<file path="src/rtl/icache_dm_refill_pkg.sv">
// Shared definitions for the direct-mapped instruction cache: FSM states, NOP, geometry helpers.
// Latency: n/a (types and constants only).
// Backpressure: n/a.
package icache_dm_refill_pkg;

    // Refill controller states
    typedef enum logic [1:0] {
        ST_IDLE = 2'd0,
        ST_REQ  = 2'd1,
        ST_FILL = 2'd2
    } refill_state_e;

    // Instruction returned whenever the output is not a valid hit (addi x0,x0,0)
    localparam logic [31:0] NOP_INSTR = 32'h0000_0013;

    // Default geometry
    localparam int DEF_ADDR_W         = 32;
    localparam int DEF_NUM_LINES      = 32;
    localparam int DEF_WORDS_PER_LINE = 4;

    // Ceiling log2 usable in constant expressions
    function automatic int clog2_f(input int value);
        int res;
        res = 0;
        for (int i = 0; i < 31; i++) begin
            if ((1 << i) < value) begin
                res = i + 1;
            end
        end
        return res;
    endfunction

endpackage

</file>
<file path="src/rtl/icache_refill_fsm.sv">
// Line-refill controller: latches the missing line, runs the mem_req/mem_gnt handshake, counts beats.
// Latency: miss seen in IDLE -> mem_req next cycle; grant -> FILL next cycle; last beat -> IDLE next cycle.
// Backpressure: mem_req held until mem_gnt; beats accepted whenever mem_rvalid is high in FILL.
module icache_refill_fsm
    import icache_dm_refill_pkg::*;
#(
    parameter int ADDR_W         = DEF_ADDR_W,
    parameter int IDX_W          = 5,
    parameter int OFF_W          = 4,
    parameter int WORDS_PER_LINE = DEF_WORDS_PER_LINE
) (
    input  logic                       clock,
    input  logic                       reset,
    input  logic [ADDR_W-OFF_W-1:0]    pc_line,
    input  logic                       pc_valid,
    input  logic                       lookup_hit,
    input  logic                       flush,
    input  logic                       mem_gnt,
    input  logic                       mem_rvalid,
    output logic                       mem_req,
    output logic [ADDR_W-1:0]          mem_addr,
    output logic                       idle,
    output logic                       miss_start,
    output logic                       wr_en,
    output logic [IDX_W-1:0]           wr_idx,
    output logic [OFF_W-3:0]           wr_word,
    output logic [ADDR_W-OFF_W-IDX_W-1:0] wr_tag,
    output logic                       validate
);

    localparam int LINE_W = ADDR_W - OFF_W;
    localparam int WORD_W = OFF_W - 2;
    localparam logic [WORD_W-1:0] LAST_BEAT = WORD_W'(WORDS_PER_LINE - 1);

    refill_state_e     state_q, state_d;
    logic [LINE_W-1:0] line_q, line_d;
    logic [WORD_W-1:0] beat_q, beat_d;
    logic              abort_q, abort_d;
    logic              mem_req_q, mem_req_d;

    // Next-state logic and per-cycle strobes towards the arrays
    always_comb begin
        state_d    = state_q;
        line_d     = line_q;
        beat_d     = beat_q;
        abort_d    = abort_q;
        mem_req_d  = mem_req_q;
        miss_start = 1'b0;
        wr_en      = 1'b0;
        validate   = 1'b0;
        case (state_q)
            ST_IDLE: begin
                abort_d = 1'b0;
                // A flush in the same cycle suppresses the miss; it is retried next cycle
                if (pc_valid && !lookup_hit && !flush) begin
                    miss_start = 1'b1;
                    line_d     = pc_line;
                    mem_req_d  = 1'b1;
                    state_d    = ST_REQ;
                end
            end
            ST_REQ: begin
                if (flush) begin
                    abort_d = 1'b1;
                end
                if (mem_gnt) begin
                    mem_req_d = 1'b0;
                    beat_d    = '0;
                    state_d   = ST_FILL;
                end
            end
            ST_FILL: begin
                if (flush) begin
                    abort_d = 1'b1;
                end
                if (mem_rvalid) begin
                    wr_en  = 1'b1;
                    beat_d = beat_q + WORD_W'(1);
                    if (beat_q == LAST_BEAT) begin
                        // A flush on the final beat must leave the line invalid
                        validate = !abort_q && !flush;
                        abort_d  = 1'b0;
                        state_d  = ST_IDLE;
                    end
                end
            end
            default: begin
                state_d   = ST_IDLE;
                mem_req_d = 1'b0;
            end
        endcase
    end

    // Controller registers; reset abandons any burst in progress
    always_ff @(posedge clock) begin
        if (reset) begin
            state_q   <= ST_IDLE;
            line_q    <= '0;
            beat_q    <= '0;
            abort_q   <= 1'b0;
            mem_req_q <= 1'b0;
        end else begin
            state_q   <= state_d;
            line_q    <= line_d;
            beat_q    <= beat_d;
            abort_q   <= abort_d;
            mem_req_q <= mem_req_d;
        end
    end

    assign mem_req  = mem_req_q;
    assign mem_addr = {line_q, {OFF_W{1'b0}}};
    assign idle     = (state_q == ST_IDLE);
    assign wr_idx   = line_q[IDX_W-1:0];
    assign wr_tag   = line_q[LINE_W-1:IDX_W];
    assign wr_word  = beat_q;

endmodule

</file>
<file path="src/rtl/icache_dm_refill.sv">
// Direct-mapped instruction cache: combinational lookup, whole-line refill, single-cycle flush.
// Latency: hit returns the word in the same cycle; miss penalty >= 1 + grant + WORDS_PER_LINE + 1 cycles.
// Backpressure: stall_cache_instrucoes holds IF while a valid fetch is not a hit in IDLE.
module icache_dm_refill
    import icache_dm_refill_pkg::*;
#(
    parameter int ADDR_W         = DEF_ADDR_W,
    parameter int NUM_LINES      = DEF_NUM_LINES,
    parameter int WORDS_PER_LINE = DEF_WORDS_PER_LINE
) (
    input  logic              clock,
    input  logic              reset,
    input  logic [ADDR_W-1:0] pc,
    input  logic              pc_valid,
    input  logic              flush,
    output logic              stall_cache_instrucoes,
    output logic [31:0]       instrucao_do_processador,
    output logic              mem_req,
    output logic [ADDR_W-1:0] mem_addr,
    input  logic              mem_gnt,
    input  logic              mem_rvalid,
    input  logic [31:0]       mem_rdata,
    output logic [31:0]       miss_count
);

    localparam int OFF_W  = clog2_f(WORDS_PER_LINE) + 2;
    localparam int IDX_W  = clog2_f(NUM_LINES);
    localparam int TAG_W  = ADDR_W - IDX_W - OFF_W;
    localparam int WORD_W = OFF_W - 2;

    // Address fields of the current fetch
    logic [IDX_W-1:0]        pc_idx;
    logic [TAG_W-1:0]        pc_tag;
    logic [WORD_W-1:0]       pc_word;
    logic [ADDR_W-OFF_W-1:0] pc_line;
    logic                    unused_pc_bits;

    assign pc_idx         = pc[OFF_W +: IDX_W];
    assign pc_tag         = pc[ADDR_W-1 -: TAG_W];
    assign pc_word        = pc[2 +: WORD_W];
    assign pc_line        = pc[ADDR_W-1:OFF_W];
    assign unused_pc_bits = ^pc[1:0];

    // Storage: valid is a flat register so flush clears it in one edge; tag/data are never reset
    logic [NUM_LINES-1:0] valid_q, valid_d;
    logic [TAG_W-1:0]     tag_q  [NUM_LINES];
    logic [31:0]          data_q [NUM_LINES][WORDS_PER_LINE];
    logic [31:0]          miss_count_q, miss_count_d;

    // Controller strobes
    logic              fsm_idle;
    logic              miss_start;
    logic              wr_en;
    logic [IDX_W-1:0]  wr_idx;
    logic [WORD_W-1:0] wr_word;
    logic [TAG_W-1:0]  wr_tag;
    logic              validate;

    logic lookup_hit;
    logic hit_idle;

    assign lookup_hit = valid_q[pc_idx] && (tag_q[pc_idx] == pc_tag);
    assign hit_idle   = fsm_idle && lookup_hit;

    assign stall_cache_instrucoes   = pc_valid && !hit_idle;
    assign instrucao_do_processador = hit_idle ? data_q[pc_idx][pc_word] : NOP_INSTR;
    assign miss_count               = miss_count_q;

    icache_refill_fsm #(
        .ADDR_W         (ADDR_W),
        .IDX_W          (IDX_W),
        .OFF_W          (OFF_W),
        .WORDS_PER_LINE (WORDS_PER_LINE)
    ) u_refill_fsm (
        .clock      (clock),
        .reset      (reset),
        .pc_line    (pc_line),
        .pc_valid   (pc_valid),
        .lookup_hit (lookup_hit),
        .flush      (flush),
        .mem_gnt    (mem_gnt),
        .mem_rvalid (mem_rvalid),
        .mem_req    (mem_req),
        .mem_addr   (mem_addr),
        .idle       (fsm_idle),
        .miss_start (miss_start),
        .wr_en      (wr_en),
        .wr_idx     (wr_idx),
        .wr_word    (wr_word),
        .wr_tag     (wr_tag),
        .validate   (validate)
    );

    // Valid bits: flush beats a same-edge validate; miss counter advances on each refill start
    always_comb begin
        valid_d = valid_q;
        if (validate) begin
            valid_d[wr_idx] = 1'b1;
        end
        if (flush) begin
            valid_d = '0;
        end
        miss_count_d = miss_count_q + 32'(miss_start);
    end

    // Valid and counter registers
    always_ff @(posedge clock) begin
        if (reset) begin
            valid_q      <= '0;
            miss_count_q <= '0;
        end else begin
            valid_q      <= valid_d;
            miss_count_q <= miss_count_d;
        end
    end

    // Line storage: beats land word by word, the tag is written when the line is validated
    always_ff @(posedge clock) begin
        if (wr_en) begin
            data_q[wr_idx][wr_word] <= mem_rdata;
        end
        if (validate) begin
            tag_q[wr_idx] <= wr_tag;
        end
    end

endmodule

</file>
<file path="config.mk">
export PLATFORM = sky130hd
export DESIGN_NAME = icache_dm_refill
export DESIGN_NICKNAME = d
export VERILOG_FILES = /design/src/rtl/icache_dm_refill_pkg.sv /design/src/rtl/icache_refill_fsm.sv /design/src/rtl/icache_dm_refill.sv
export SDC_FILE = /design/constraint.sdc
export NUM_CORES = 2
export LEC_CHECK = 0
export ABC_AREA = 0
export BUFFER_PORTS_ARGS = -buffer_cell sky130_fd_sc_hd__buf_2
export CAP_MARGIN = 10
export CORE_MARGIN = 8
export CORE_UTILIZATION = 50
export DETAILED_ROUTE_END_ITERATION = 10
export PLACE_DENSITY = 0.77
export SYNTH_ARGS = -nofsm -noshare
export SYNTH_HDL_FRONTEND = slang
export SYNTH_MEMORY_MAX_BITS = 65536
export SYNTH_SLANG_ARGS = --single-unit
</file>
<file path="constraint.sdc">
create_clock -name clock -period 4.64 [get_ports clock]
set_clock_uncertainty 0.15 [all_clocks]
set_input_delay 0.464 -clock clock [delete_from_list [all_inputs] [get_ports clock]]
set_output_delay 0.464 -clock clock [all_outputs]
set_load 0.02 [all_outputs]
</file>
[Yosys cells after proc, flatten, opt, wreduce, memory -nomap -nowiden]
Memory sizes are Yosys's and may differ from the RTL's.
Index checks and enable logic that the tools add are counted.
Operators by class
  $add $sub $neg: 2
  $lt $le $gt $ge: 6
  eq/ne operators: 8
  muxes and demuxes: 36
  bitwise logic cells: 4
  reductions and logical operators: 20
Operators with widths (count)
  $mux 128: 1
  $mux 32: 4
  $bmux 32 s2: 1
  $demux 32 s2: 1
  $add 32x1->32: 1
  $or 32x32->32: 1
  $eq 23x23->1: 1
  $mux 1: 17
  $lt 5x6->1 const B: 2
  $mux 2: 6
  $logic_and 1x1->1: 8
  $ge 3x3->1 const B: 2
  $not 2->3: 2
  $pmux 1 s3: 2
  $pmux 2 s3: 1
  $reduce_and 3->1: 2
  $bmux 1 s5: 1
  $demux 1 s5: 1
  $ge 5x1->1 const B: 1
  $eq 2x2->1 const B: 2
  $logic_not 1->1: 4
  $ne 2x1->1 const B: 2
  $ne 2x2->1 const B: 2
  $pmux 2 s2: 1
  10 further kinds: 10
Storage, ports and cells
  register bits after elaboration: 98
  bits in writable memories: 4832
  input port bits: 70
  word-level logic and storage cells: 85
  memories kept: 2
Memories
  data_q: words 32, bits a word 128, read ports 1, clocked after memory_dff 0, wr ports 1, RTL line icache_dm_refill.sv:47  | logic [31:0] data_q [NUM_LINES][WORDS_PER_LINE];
  tag_q: words 32, bits a word 23, read ports 1, clocked after memory_dff 0, wr ports 1, RTL line icache_dm_refill.sv:46  | logic [TAG_W-1:0] tag_q [NUM_LINES];

[Logic depth before layout (Yosys ltp)]
  word-level depth: 9
  gate-level depth with buffers: 26
  mapped depth without buffers: 18

[Modules after synthesis]
A second synthesis with hierarchy kept.
Unflattened totals
  cells, all modules: 7841
  area, all modules: 188997.5 sq um
Modules (own cells, without submodules)
  icache_dm_refill: instances 1, cells an instance 7636, area each 187333.4 sq um
  icache_refill_fsm: instances 1, cells an instance 205, area each 1664.1 sq um

[Worst setup path after synthesis]
Ideal clock, no wire load.
  path kind: input to register
  from: input pc[5]
  to: register miss_count_q[29], in the netlist miss_count[29]
  arrival: 4607 ps
  data required time: 4362 ps
  setup slack: -244 ps
  cell stages on the path: 23
  path through: buf_2 buf_4 buf_1 mux4_2 a32oi_1 nand4_1 xor2_1 a2111oi_4 o2111ai_2 o41ai_2 or2_1 buf_4 buf_12 buf_12 inv_2 ha_1 and3_1 nor2b_1 nor2b_1 nor2b_1 nand4_1 xor2_1 nor2_1
On the way
  longest elaborated chain between the ends: 9
  elaborated cells on any way between the ends: 11
  classes of those cells: add/sub: 1; eq/ne: 1; mux: 4; reduce/logical: 4; memory: 1
RTL lines
  from (decl): RTL line icache_dm_refill.sv:13  | input logic [ADDR_W-1:0] pc,
  $mem_v2 32x23 / $bmux 1 s5 (equally long branches)
  $eq 23x23->1 / $mux 1 (equally long branches): RTL line icache_dm_refill.sv:62  | assign lookup_hit = valid_q[pc_idx] && (tag_q[pc_idx] == pc_tag);
  $logic_and 1x1->1 *: RTL line icache_dm_refill.sv:62
  $logic_not 1->1 *: RTL line icache_refill_fsm.sv:55  | if (pc_valid && !lookup_hit && !flush) begin
  $logic_and 1x1->1 * (2 in series): RTL line icache_refill_fsm.sv:55
  $mux 1 *: RTL line icache_refill_fsm.sv:55
  $mux 1 *: RTL line icache_refill_fsm.sv:51  | case (state_q)
  $add 32x1->32 *: RTL line icache_dm_refill.sv:103  | miss_count_d = miss_count_q + 32'(miss_start);
  to (signal assigned): RTL line icache_dm_refill.sv:113  | miss_count_q <= miss_count_d;
  to (decl): RTL line icache_dm_refill.sv:48  | logic [31:0] miss_count_q, miss_count_d;
Every way passes the cells marked *; elsewhere a longest branch is shown, timed or not. The select of a mux whose other input is x is not followed.
A chain may end at the register's enable or synchronous reset.

[Worst setup path after layout]
  from: input pc[8]
  to: output instrucao_do_processador[25]
On the way
  longest elaborated chain between the ends: 5
  elaborated cells on any way between the ends: 11
  classes of those cells: eq/ne: 1; mux: 6; reduce/logical: 2; memory: 2
RTL lines
  $mem_v2 32x23 (tied with other cells)
  $eq 23x23->1 (tied with other cells): RTL line icache_dm_refill.sv:62
  $logic_and 1x1->1 / $mux 32 (equally long branches): RTL line icache_dm_refill.sv:62, icache_dm_refill.sv:66
  $logic_and 1x1->1 / $mux 32 (equally long branches): RTL line icache_dm_refill.sv:63, icache_dm_refill.sv:66
  $mux 32 *: RTL line icache_dm_refill.sv:66  | assign instrucao_do_processador = hit_idle ? data_q[pc_idx][pc_word] : NOP_INSTR;
  to (decl): RTL line icache_dm_refill.sv:17  | output logic [31:0] instrucao_do_processador,
Marks and branches as above.

==> impl_metrics.env <==
export IMPL_drv_slew=0
export IMPL_rr_endpoint="miss_count[29]$_SDFF_PP0_"
export IMPL_clockRootBuffer="clkbuf_16"
export IMPL_syn_inst=7830
export IMPL_cts_sinks=4930
export IMPL_die_area_mm2=0.397
export IMPL_cts_path_max_buffers=4
export IMPL_drive_above_1_share_pct=34.0
export IMPL_mostFrequentLayoutCells="edfxtp_1 (4,832), mux4_2 (1,474), buf_4 (495)"
export IMPL_worstSetupEndpoint="instrucao_do_processador[25]"
export IMPL_synth_seq_cells=4930
export IMPL_drt_iter0_markers=16100
export IMPL_fin_crit_sh_pct=112
export IMPL_wl_mm=559
export IMPL_grt_max_degree=109
export IMPL_grt_pass1_wl_mm=768
export IMPL_reg2reg_from="tag_q[29][2]$_DFFE_PP_"
export IMPL_synthArstFlopShare_pct=0
export IMPL_io_pins=168
export IMPL_end_kind="output port"
export IMPL_first_pass_iters=6
export IMPL_seq_area_frac_synth_pct=77.9
export IMPL_fin_area_mm2=0.217
export IMPL_die_x_um=630
export IMPL_worst_path_max_fanout=19
export IMPL_hold_violations=0
export IMPL_power_density_mw_per_mm2=430
export IMPL_crit_path_start="pc[8]"
export IMPL_antenna_found_initial=58
export IMPL_avgSynthCellArea_um2=24.1
export IMPL_core_area_mm2=0.376
export IMPL_rsz0062_at_grt="yes"
export IMPL_drc=0
export IMPL_p_int_mw=72.6
export IMPL_die_h_um=630
export IMPL_drv_cap=0
export IMPL_ys_warn_count=0
export IMPL_setup_ws_ns=-0.563
export IMPL_timing_hold_ws_ns=0.0244
export IMPL_syn_area_mm2=0.189
export IMPL_htreeDepth=5
export IMPL_start_kind="primary input"
export IMPL_status="finished with violations"
export IMPL_slowest_stage="mux4_2"
export IMPL_cts_buffers=451
export IMPL_start_util_pct=50.3
export IMPL_use_met3_pct=8.39
export IMPL_clk_pin_slew_ns=0.07
export IMPL_leakage_nw=68.1
export IMPL_fin_nets=8699
export IMPL_ant_nets=0
export IMPL_clkLatencyLatePin_ns=1.02
export IMPL_vias=95800
export IMPL_comb_power_share_pct=5.7
export IMPL_reg2reg_setup_slack_ns=0.13
export IMPL_peakVddDrop_v=0.000347
export IMPL_wl_per_cell_um=39.9
export IMPL_critical_path_class="primary input to output port"
export IMPL_place_congestion=0.884
export IMPL_crit_buf_inv=8
export IMPL_overflow=0
export IMPL_path_depth=12
export IMPL_use_met2_pct=44.0
export IMPL_synth_distinct_cells=65
export IMPL_worst_pin_slew_ns=1.29
export IMPL_p_sw_share_pct=22.1
export IMPL_cp_top_family="buffers and inverters"
export IMPL_rows=225
export IMPL_dp_slack_ns=-0.594
export IMPL_cp_data_required_time_ns=4.03
export IMPL_placed_cell_area_mm2=0.200
export IMPL_crit_chain="buf_2 > buf_4 > inv_8 > buf_12 > buf_4 > buf_4 > mux4_2 > mux4_2 > mux2i_2 > buf_4 > nor2_1 > buf_4"
export IMPL_hold_path_class="primary input to flip-flop"
export IMPL_dp_hpwl_mm=287
export IMPL_fillers=24900
export IMPL_utilization_pct=57.7
export IMPL_cts_tree="done"
export IMPL_net_switching_power_mw=20.6
export IMPL_worst_ep_arrival_time_ns=4.59
export IMPL_final_common_cell="edfxtp_1"
export IMPL_slowest_delay_ns=0.70
export IMPL_period_needed_ns=5.20
export IMPL_met1_usage_pct=33.4
export IMPL_min_delay_start="mem_rdata[24]"
export IMPL_fmax_ghz=0.192
export IMPL_worst_r2r_cell_count=21
export IMPL_area_growth_pct=14.8
export IMPL_grt_total_usage_pct=27.5
export IMPL_setup_violations_final=33
export IMPL_holdPathStages=1
export IMPL_slew_headroom_pct=14.2
export IMPL_synth_edf_count=4832
export IMPL_grt_pass1_vias=97000
export IMPL_busiest_layer="met2"
export IMPL_clockPowerShare_pct=41.5
export IMPL_violations="setup timing"
export IMPL_seq_power_share_pct=52.8
export IMPL_synthFlopType="edfxtp_1"
export IMPL_vias_per_cell=6.83
export IMPL_crit_path_frequent_cell="buf_4"
export IMPL_io_buffers=161
-- worst min-delay path by stage --
| stage | endpoint | slack (ns) |
|---|---|---|
| detailed placement | valid_q[5]$_SDFFE_PP0P_ | 0.30 |
| floorplan | valid_q[12]$_SDFFE_PP0P_ | 0.29 |
| finish | data_q[18][24]$_DFFE_PP_ | 0.02 |
| global placement | valid_q[28]$_SDFFE_PP0P_ | 0.29 |
| global route | data_q[14][81]$_DFFE_PP_ | 0.02 |
| CTS | data_q[22][61]$_DFFE_PP_ | 0.004 |
-- through the flow --
| stage | power, mW | setup TNS [ns] | std cells |
|---|---|---|---|
| 4_1_cts | 92.9 | -15.54 | 14000 |
| 5_1_grt | 94.8 | -18.11 | 14000 |
| 3_5_place_dp | 55.1 | -32.43 | 13100 |
| 3_3_place_gp | 54.9 | -29.86 | 13100 |
| 2_1_floorplan | 52.6 | 0 | 7833 |
| 6_report | 93.2 | -15.09 | 14000 |
-- repair_timing --
action,in CTS,in global routing
hold endpoints to repair,1090,0
cloned,2,1
gates resized for setup,94,18
pin swaps,16,9
hold buffers,56,0
setup endpoints to repair,45,47
buffers inserted,3,1
-- cell families (layout without fill, tap and decap cells) --
group	count (synthesis)	count (layout)	share of synthesized area, %
xor+xnor	54	54	0.251
fa+ha+maj	11	11	0.0729
flops	4930	4930	77.9
mux	1670	1670	18.6
other cells	1	28	0.00199
compound gates	207	207	0.811
buf+inv	439	1611	1.05
simple gates	518	518	1.25
-- final cells by class --
type,instances,area [um^2],area share (%)
inverter,12,52.6,0.0243
antenna,24,60.1,0.0277
tap,4994,6250,2.88
clock inverter,301,3310,1.53
clock buffer,539,11800,5.47
multi-input combinational,2464,41200,19.0
timing repair buffer,759,6900,3.19
sequential,4930,147000,67.9
-- sequential cells by signal (all words and copies together), names as in the netlist --
register              flops
u_refill_fsm.wr_word      2
miss_count               32
u_refill_fsm.abort_q      1
data_q                 4096
u_refill_fsm.mem_req      1
tag_q                   736
u_refill_fsm.line_q      28
u_refill_fsm.state_q      2
valid_q                  32
-- synthesized netlist by cell type, types with 7 or more instances --
| cell | n | share of area (%) |
|---|---|---|
| buf_6 | 16 | 0.095 |
| xor2_1 | 39 | 0.18 |
| nand3_1 | 29 | 0.077 |
| o22ai_1 | 14 | 0.046 |
| a211oi_1 | 7 | 0.028 |
| a21oi_1 | 18 | 0.048 |
| nand4_1 | 10 | 0.033 |
| o21ai_0 | 22 | 0.058 |
| mux4_2 | 1474 | 18 |
| nand2b_1 | 62 | 0.21 |
| and2_1 | 7 | 0.023 |
| clkbuf_1 | 207 | 0.41 |
| nor2b_1 | 18 | 0.060 |
| a221oi_1 | 22 | 0.10 |
| a32oi_1 | 7 | 0.032 |
| buf_2 | 73 | 0.19 |
| and3_1 | 18 | 0.060 |
| dfxtp_1 | 98 | 1.0 |
| a22oi_1 | 38 | 0.15 |
| nor3_1 | 14 | 0.037 |
| xnor2_1 | 15 | 0.070 |
| nor2_1 | 236 | 0.47 |
| o21a_1 | 34 | 0.14 |
| buf_4 | 22 | 0.088 |
| inv_1 | 11 | 0.022 |
| edfxtp_1 | 4832 | 77 |
| buf_1 | 105 | 0.21 |
| mux2i_1 | 194 | 1.0 |
| a31oi_1 | 8 | 0.027 |
| ha_1 | 11 | 0.073 |
| o221ai_1 | 10 | 0.046 |
| nand2_1 | 99 | 0.20 |
-- power by group through the flow --
stage / Sequential [mW] / Combinational [mW] / Clock [mW]
after floorplan: 50.1 / 2.50 / 0
after global placement: 50.1 / 4.75 / 0
after detailed placement: 50.2 / 4.88 / 0
after CTS: 49.2 / 5.07 / 38.7
after global routing: 49.2 / 5.36 / 40.3
final: 49.2 / 5.29 / 38.7
-- routing by layer --
layer / up-vias / wire length, um / share of wire (%)
met4: 32 / 38800 / 6.9
met2: 9166 / 265000 / 48
met1: 49400 / 173000 / 31
li1: 35300 / - / -
met3: 1915 / 81600 / 15
met5: - / 245 / 0.044
Power figures use the tool's default switching activity.
